==> src/rtl/seg_execute_muldiv_ctrl_if.sv <==
// EX-stage mul/div sequencer bus: issue, operands, HI/LO moves,
// squash, and the stall/result signals returned to the pipeline.
interface seg_execute_muldiv_ctrl_if #(
    parameter int LEN   = 32,
    parameter int NB_OP = 2
);
    logic             i_start;
    logic [NB_OP-1:0] i_op;
    logic [LEN-1:0]   i_data_a;
    logic [LEN-1:0]   i_data_b;
    logic             i_mthi;
    logic             i_mtlo;
    logic             i_flush;
    logic             o_stall;
    logic             o_busy;
    logic             o_done;
    logic [LEN-1:0]   o_hi;
    logic [LEN-1:0]   o_lo;

    modport master (
        output i_start, i_op, i_data_a, i_data_b,
        output i_mthi, i_mtlo, i_flush,
        input  o_stall, o_busy, o_done, o_hi, o_lo
    );

    modport slave (
        input  i_start, i_op, i_data_a, i_data_b,
        input  i_mthi, i_mtlo, i_flush,
        output o_stall, o_busy, o_done, o_hi, o_lo
    );
endinterface

==> src/rtl/seg_execute_muldiv_ctrl.sv <==
// Iterative radix-2 MULT/MULTU/DIV/DIVU sequencer owning HI/LO.
// Works on magnitudes, then fixes signs in one extra cycle.
module seg_execute_muldiv_ctrl #(
    parameter int LEN    = 32,
    parameter int NB_CNT = 6,
    parameter int NB_OP  = 2
) (
    input logic i_clk,
    input logic i_rst,
    seg_execute_muldiv_ctrl_if.slave bus
);
    typedef enum logic [1:0] {
        IDLE,
        RUN,
        FIX,
        COMMIT
    } state_t;

    state_t              state;
    logic [NB_CNT-1:0]   cnt;
    logic [2*LEN-1:0]    acc;
    logic [LEN-1:0]      opa;
    logic [LEN-1:0]      opb;
    logic [LEN-1:0]      hi;
    logic [LEN-1:0]      lo;
    logic                sign_a;
    logic                sign_b;
    logic                is_div;
    logic                is_sgn;
    logic                b_zero;

    logic                in_sgn;
    logic                in_neg_a;
    logic                in_neg_b;
    logic [LEN-1:0]      abs_a;
    logic [LEN-1:0]      abs_b;
    logic [LEN:0]        mul_sum;
    logic [2*LEN-1:0]    mul_nxt;
    logic [LEN:0]        div_sh;
    logic [LEN:0]        div_diff;
    logic [2*LEN-1:0]    div_nxt;
    logic [2*LEN-1:0]    prod_fix;
    logic [LEN-1:0]      q_fix;
    logic [LEN-1:0]      r_fix;

    // Operand magnitudes for the issuing instruction
    always_comb begin
        in_sgn   = ~bus.i_op[0];
        in_neg_a = in_sgn & bus.i_data_a[LEN-1];
        in_neg_b = in_sgn & bus.i_data_b[LEN-1];
        abs_a    = in_neg_a ? -bus.i_data_a : bus.i_data_a;
        abs_b    = in_neg_b ? -bus.i_data_b : bus.i_data_b;
    end

    // One shift-add / shift-subtract step plus the final sign fix
    always_comb begin
        mul_sum  = {1'b0, acc[2*LEN-1:LEN]}
                 + (acc[0] ? {1'b0, opa} : '0);
        mul_nxt  = {mul_sum, acc[LEN-1:1]};
        div_sh   = {acc[2*LEN-1:LEN], acc[LEN-1]};
        div_diff = div_sh - {1'b0, opb};
        if (div_sh >= {1'b0, opb}) begin
            div_nxt = {div_diff[LEN-1:0], acc[LEN-2:0], 1'b1};
        end else begin
            div_nxt = {div_sh[LEN-1:0], acc[LEN-2:0], 1'b0};
        end
        prod_fix = (is_sgn & (sign_a ^ sign_b)) ? -acc : acc;
        q_fix    = (is_sgn & (sign_a ^ sign_b))
                 ? -acc[LEN-1:0] : acc[LEN-1:0];
        r_fix    = (is_sgn & sign_a)
                 ? -acc[2*LEN-1:LEN] : acc[2*LEN-1:LEN];
    end

    // Sequencer FSM, datapath and HI/LO registers
    always_ff @(posedge i_clk or negedge i_rst) begin
        if (!i_rst) begin
            state  <= IDLE;
            cnt    <= '0;
            acc    <= '0;
            opa    <= '0;
            opb    <= '0;
            hi     <= '0;
            lo     <= '0;
            sign_a <= 1'b0;
            sign_b <= 1'b0;
            is_div <= 1'b0;
            is_sgn <= 1'b0;
            b_zero <= 1'b0;
        end else begin
            unique case (state)
                IDLE: begin
                    if (bus.i_start && !bus.i_flush) begin
                        opa    <= abs_a;
                        opb    <= abs_b;
                        sign_a <= in_neg_a;
                        sign_b <= in_neg_b;
                        is_div <= bus.i_op[1];
                        is_sgn <= in_sgn;
                        b_zero <= (bus.i_data_b == '0);
                        acc    <= bus.i_op[1]
                                ? {{LEN{1'b0}}, abs_a}
                                : {{LEN{1'b0}}, abs_b};
                        cnt    <= NB_CNT'(LEN);
                        state  <= RUN;
                    end else if (!bus.i_start) begin
                        if (bus.i_mthi) hi <= bus.i_data_a;
                        if (bus.i_mtlo) lo <= bus.i_data_a;
                    end
                end
                RUN: begin
                    if (bus.i_flush) begin
                        state <= IDLE;
                    end else begin
                        acc <= is_div ? div_nxt : mul_nxt;
                        cnt <= cnt - 1'b1;
                        if (cnt == NB_CNT'(1)) state <= FIX;
                    end
                end
                FIX: begin
                    if (bus.i_flush) begin
                        state <= IDLE;
                    end else begin
                        if (is_div) begin
                            hi <= r_fix;
                            lo <= b_zero ? '1 : q_fix;
                        end else begin
                            hi <= prod_fix[2*LEN-1:LEN];
                            lo <= prod_fix[LEN-1:0];
                        end
                        state <= COMMIT;
                    end
                end
                COMMIT: begin
                    state <= IDLE;
                end
            endcase
        end
    end

    // Stall covers the issue cycle through FIX; released in COMMIT
    always_comb begin
        unique case (state)
            IDLE:    bus.o_stall = bus.i_start & i_rst;
            RUN:     bus.o_stall = 1'b1;
            FIX:     bus.o_stall = 1'b1;
            COMMIT:  bus.o_stall = 1'b0;
        endcase
    end

    assign bus.o_busy = (state == RUN) || (state == FIX);
    assign bus.o_done = (state == COMMIT);
    assign bus.o_hi   = hi;
    assign bus.o_lo   = lo;

endmodule

==> src/flat_wrapper.sv <==
// flat-port wrapper written by rule: the top's interface ports become plain ports
module seg_execute_muldiv_ctrl_flat 
#(
    parameter int LEN    = 32,
    parameter int NB_CNT = 6,
    parameter int NB_OP  = 2
)
  (i_clk, i_rst, bus_i_start, bus_i_op, bus_i_data_a, bus_i_data_b, bus_i_mthi, bus_i_mtlo, bus_i_flush, bus_o_stall, bus_o_busy, bus_o_done, bus_o_hi, bus_o_lo);
  seg_execute_muldiv_ctrl_if #(.LEN(LEN), .NB_OP(NB_OP)) bus_i ();
  input logic i_clk;
  input logic i_rst;
  input wire logic [$bits(bus_i.i_start)-1:0] bus_i_start;
  input wire logic [$bits(bus_i.i_op)-1:0] bus_i_op;
  input wire logic [$bits(bus_i.i_data_a)-1:0] bus_i_data_a;
  input wire logic [$bits(bus_i.i_data_b)-1:0] bus_i_data_b;
  input wire logic [$bits(bus_i.i_mthi)-1:0] bus_i_mthi;
  input wire logic [$bits(bus_i.i_mtlo)-1:0] bus_i_mtlo;
  input wire logic [$bits(bus_i.i_flush)-1:0] bus_i_flush;
  output wire logic [$bits(bus_i.o_stall)-1:0] bus_o_stall;
  output wire logic [$bits(bus_i.o_busy)-1:0] bus_o_busy;
  output wire logic [$bits(bus_i.o_done)-1:0] bus_o_done;
  output wire logic [$bits(bus_i.o_hi)-1:0] bus_o_hi;
  output wire logic [$bits(bus_i.o_lo)-1:0] bus_o_lo;
  assign bus_i.i_start = bus_i_start;
  assign bus_i.i_op = bus_i_op;
  assign bus_i.i_data_a = bus_i_data_a;
  assign bus_i.i_data_b = bus_i_data_b;
  assign bus_i.i_mthi = bus_i_mthi;
  assign bus_i.i_mtlo = bus_i_mtlo;
  assign bus_i.i_flush = bus_i_flush;
  assign bus_o_stall = bus_i.o_stall;
  assign bus_o_busy = bus_i.o_busy;
  assign bus_o_done = bus_i.o_done;
  assign bus_o_hi = bus_i.o_hi;
  assign bus_o_lo = bus_i.o_lo;
  seg_execute_muldiv_ctrl #(.LEN(LEN), .NB_CNT(NB_CNT), .NB_OP(NB_OP)) u_core (.i_clk(i_clk), .i_rst(i_rst), .bus(bus_i));
endmodule
==> config.mk <==
export PLATFORM = sky130hd
export DESIGN_NAME = seg_execute_muldiv_ctrl_flat
export DESIGN_NICKNAME = d
export VERILOG_FILES = /design/src/rtl/seg_execute_muldiv_ctrl_if.sv /design/src/rtl/seg_execute_muldiv_ctrl.sv /design/src/flat_wrapper.sv
export SDC_FILE = /design/constraint.sdc
export NUM_CORES = 1
export LEC_CHECK = 0
export CORE_MARGIN = 5
export CORE_UTILIZATION = 64
export DETAILED_ROUTE_END_ITERATION = 16
export PLACE_DENSITY = 0.92
export RECOVER_POWER = 25
export SLEW_MARGIN = 20
export SYNTH_ARGS = -nofsm -noshare
export SYNTH_HDL_FRONTEND = slang
export SYNTH_SLANG_ARGS = --single-unit
export TNS_END_PERCENT = 20
==> constraint.sdc <==
create_clock -name i_clk -period 7.1 [get_ports i_clk]
set_input_delay 1.42 -clock i_clk [delete_from_list [all_inputs] [get_ports i_clk]]
set_output_delay 1.42 -clock i_clk [all_outputs]
set_load 0.01 [all_outputs]
* Yosys cells after proc, flatten, opt, wreduce, memory -nomap -nowiden
Cells that the tools add are included.
Operators by class: bitwise logic cells 7, multiplexer cells 34, $add $sub $neg 8, $lt $le $gt $ge 1, reductions and logical operators 13, equal/unequal tests 12
Operators with widths (count):
- $mux W32 | 17
- $mux W64 | 5
- $neg A32 Y32 | 4
- $pmux W32 S2 | 2
- $pmux W64 S2 | 1
- $neg A64 Y64 | 1
- $add A32 B32 Y33 | 1
- $ge A33 B32 Y1 | 1
- $logic_not A32 Y1 | 1
- $sub A32 B32 Y32 | 1
- $mux W6 | 2
- $ne A2 B2 Y1 const B | 6
- $pmux W6 S2 | 1
- $reduce_and A5 Y1 | 2
- $mux W2 | 4
- $pmux W2 S4 | 1
- $eq A6 B1 Y1 const B | 1
- $sub A6 B1 Y6 const B | 1
- $and A1 B1 Y1 | 5
- $eq A2 B2 Y1 const B | 2
- $reduce_and A2 Y1 | 2
- $reduce_bool A2 Y1 | 2
- $ne A3 B2 Y1 const B | 1
- $pmux W1 S3 | 1
- 10 further kinds | 10
Word-level totals: bits of input ports 72, bits in registers 205, logic and storage cells 87, output and inout bits 67

* Logic depth before layout (Yosys ltp)
depth after elaboration 7, mapped depth 15

* Worst setup path before layout
OpenSTA, ideal clock, no wires.
path kind input to register, from input bus_i_data_a[14], to register u_core.acc[24], slack 3.232 ns, arrival time 3.732 ns, stages on the path 9, path buffers 0, cell sequence or4_1 or3_1 or4_4 nor4b_4 a21oi_1 xnor2_1 mux2i_1 o21ai_0 o21ai_0
On the way: cells in the longest elaborated chain, start to end 5
Ends and longest elaborated chain:
- start: declaration | RTL line flat_wrapper.sv:14 | input wire logic [$bits(bus_i.i_data_a)-1:0] bus_i_data_a;
- $neg A32 Y32 | RTL line seg_execute_muldiv_ctrl.sv:51 | abs_a = in_neg_a ? -bus.i_data_a : bus.i_data_a;
- $mux W32 | RTL line seg_execute_muldiv_ctrl.sv:51
- $mux W32 | RTL line seg_execute_muldiv_ctrl.sv:101 | ? {{LEN{1'b0}}, abs_a}
- $mux W64 | RTL line seg_execute_muldiv_ctrl.sv:92 | if (bus.i_start && !bus.i_flush) begin
- $pmux W64 S2 | RTL line seg_execute_muldiv_ctrl.sv:90 | unique case (state)
- end signal: assignment | RTL line seg_execute_muldiv_ctrl.sv:100 | acc <= bus.i_op[1]
- end signal: assignment | RTL line seg_execute_muldiv_ctrl.sv:114 | acc <= is_div ? div_nxt : mul_nxt;
- end: declaration | RTL line seg_execute_muldiv_ctrl.sv:21 | logic [2*LEN-1:0] acc;
No other way between the ends. The select of a mux whose other input is x is not followed. A chain may end at the register's enable or synchronous reset.

==> impl_metrics.py <==
metrics = {
    "sta": {
        "finalHoldViolations": 0,
        "fmax_mhz": 211,
        "setup_violations": 0,
        "rsz0062_at_grt": "no",
        "fin_crit_ns": 4.75,
        "skew_ns": 0.0293,
        "fin_crit_sh_pct": 66.9,
        "finalSetupTns_ns": 0,
        "whs_ns": 0.479,
        "worst_pin_slew_ns": 3.77,
        "slew_viol_final": 115,
        "slew_headroom_pct": -151,
    },
    "detailed_routing": {
        "via_per_inst": 6.77,
        "route.detailed.wl_per_inst_um": 24.1,
        "ant_nets": 0,
        "drc": 0,
        "drt_pass1_iterations": 5,
        "wirelength_mm": 58.8,
        "drtIter0Drc": 2346,
        "via_count": 16465,
    },
    "synth": {
        "synth_flop_cell": "dfrtp_1",
        "synth_edf_count": 0,
        "seq_area_frac_synth_pct": 32.0,
        "synth.avg_cell_area_um2": 7.96,
        "ys_async_sr_fraction_pct": 100,
        "synth_area_um2": 16100,
        "syn_inst": 2017,
        "yosysWarnings": 0,
        "ys_ff_latch": 205,
        "synthesis.nets": 2166,
        "yosysUniqueCellTypes": 74,
    },
    "worst_setup_path": {
        "critical_path_class": "in -> async",
        "critical_path_required_ns": 6.86,
        "cp.buffers_inverters": 2,
        "ff2ff_path_depth": 15,
        "cp_max_fo": 67,
        "r2r_start": "u_core.acc[0]",
        "arrival_ns": 4.52,
        "crit_slowest_cell": "clkbuf_1",
        "reg2reg_slack_ns": 2.62,
        "startpoint_type": "primary input",
        "critical-path-max-stage-delay_ns": 2.67,
        "rr_endpoint": "u_core.acc[63]",
        "crit_family": "buffers and inverters",
        "endpoint_kind": "async pin",
        "crit_chain": "clkbuf_8 > clkbuf_1",
    },
    "grt": {
        "antenna_found_initial": 0,
        "grt_start_max_net_pins": 86,
        "grt_pass1_vias": 15774,
        "grt_pass1_wl_mm": 90.0,
        "track_usage_pct": 40.3,
        "overflow": 0,
    },
    "hold_path": {
        "min_to": "u_core.opa[6]",
        "hp-class": "reg -> reg",
        "min_path_cells": 2,
        "min_from": "u_core.opa[6]",
    },
    "clock_network": {
        "postCtsSetupBuffers": 0,
        "cts_sinks": 205,
        "cts_tree": "done",
        "clk-insertion-delay-late_ns": 0.55,
        "clk_path_buf_depth": 3,
        "cts.clk_slew.worst_paths_ns": 0.06,
        "holdBufCountCts": 0,
        "cts.repair.resized": 0,
        "cts-root-buf": "clkbuf_16",
        "cts.htree.levels": 1,
        "cts-buffers-inserted": 26,
    },
    "placement": {
        "portBuffers": 138,
        "gp_congestion": 1.01,
        "dp.final_hpwl_mm": 44.2,
    },
    "pwr": {
        "p_leak_nw": 8.08,
        "ir_worst_vdd_uv": 418,
        "powerDensity_nw_per_um2": 491,
    },
    "floorplan": {
        "die_y_um": 168,
        "io_pins": 139,
        "start_util_pct": 64.3,
        "die_width_um": 168,
        "core_area_um2": 25000,
        "row_count": 58,
        "dieArea_um2": 28400,
    },
    "layout": {
        "drive_gt1_share_pct": 5.04,
        "synthToLayoutAreaGrowth_pct": 14.7,
        "nets": 2232,
    },
    "run_status": {
        "status": "finished with violations",
        "failed_checks": "max-capacitance violations, max-slew violations",
    },
    "run": {
        "cap_violations": 2,
    },
}
## final cells by class
class / instances / area, um^2
multi-input cells: 1608 / 10200
fillers: 1911 / 6550
flip-flops and latches: 205 / 5130
inverters: 84 / 315
well taps: 330 / 413
repair buffers: 158 / 1530
clock inverters: 11 / 129
diodes: 1 / 2.50
clock buffers: 36 / 728
## layout by cell type, fill, tap and decap left out, types with 22 or more instances in the layout
| cell type | n |
|---|---|
| a21o_1 | 37 |
| a21oi_1 | 170 |
| and2_1 | 38 |
| clkbuf_16 | 26 |
| clkdlybuf4s50_1 | 136 |
| dfrtp_1 | 203 |
| ha_1 | 73 |
| inv_1 | 84 |
| mux2i_1 | 63 |
| nand2_1 | 243 |
| nand2b_1 | 22 |
| nand3_1 | 26 |
| nor2_1 | 146 |
| nor3_1 | 41 |
| o21ai_0 | 255 |
| o22ai_1 | 36 |
| or3_1 | 23 |
| xnor2_1 | 94 |
| xor2_1 | 77 |
## layer usage
metal  vias to the layer above  part of all wire (%)  wire (um)  global-route usage, %
met5                         -                     0          0                      0
met4                         0                   7.2       4240                   21.8
met3                       286                    10       6030                   8.99
met2                      1061                    44      25900                   62.1
met1                      7797                    38      22600                   52.9
li1                       7321                     -          -                      -
## how the worst max path moves through the flow
stage                           from              to  slack (ns)  cells past startpoint
floorplan           bus_i_data_a[14]  u_core.acc[24]        3.23                      9
global placement    bus_i_data_a[14]  u_core.acc[26]        2.45                     10
detailed placement   bus_i_data_a[4]  u_core.acc[29]        2.35                     11
CTS                    u_core.acc[0]  u_core.acc[63]        2.46                     15
global route                   i_rst  u_core.acc[53]        1.60                      2
finish                         i_rst  u_core.acc[53]        2.35                      2
## cell usage after synthesis, types with 41 or more instances
cell / instances / area share [%]
o21ai_0: 255 / 8.0
nand2_1: 243 / 5.7
dfrtp_1: 205 / 32
a21oi_1: 170 / 5.3
nor2_1: 147 / 3.4
clkbuf_1: 100 / 2.3
xnor2_1: 94 / 5.1
inv_1: 84 / 2.0
xor2_1: 77 / 4.2
ha_1: 75 / 5.8
mux2i_1: 63 / 3.9
nor3_1: 41 / 1.3
## stage by stage
stage | instance area [um^2] | power, mW | worst slack [ns] | cells | utilization (%)
after global routing | 18400 | 9.60 | 1.60 | 2432 | 73.8
after floorplan | 16100 | 5.73 | 3.23 | 2017 | -
after global placement | 17600 | 7.41 | 2.45 | 2385 | 70.3
after detailed placement | 17600 | 7.52 | 2.35 | 2385 | 70.3
after CTS | 18400 | 8.88 | 2.46 | 2432 | 73.7
final | 18400 | 9.05 | 2.35 | 2433 | 73.8
## sequential cells by signal, indices dropped and copies added, names as in the netlist
signal and cells:
u_core.acc 64, u_core.b_zero 1, u_core.bus.o_hi 32, u_core.bus.o_lo 32, u_core.cnt 6, u_core.is_div 1, u_core.is_sgn 1, u_core.opa 32
u_core.opb 32, u_core.sign_a 1, u_core.sign_b 1, u_core.state 2
## report_power, final
part / leakage (nW) / internal (mW) / total, mW / switching (mW)
Clock: 0.416 / 0.791 / 1.34 / 0.546
Sequential: 2.55 / 1.70 / 2.41 / 0.702
Combinational: 5.12 / 2.12 / 5.31 / 3.19
Total: 8.08 / 4.61 / 9.05 / 4.44
## cell families (layout without fill, tap and decap cells)
logic type               after synthesis  count (layout)  synth area share [%]
buffers and inverters                204             289                  4.86
other                                  0               1                     0
XOR/XNOR                             171             171                  9.33
multiplexers                          80              80                  5.12
adder cells (fa/ha/maj)               77              77                  6.10
AO/OA/AOI/OAI                        661             661                  24.5
flip-flops                           205             205                  32.0
AND/OR/NAND/NOR                      619             619                  18.2
(Power assumes the default switching activity.)
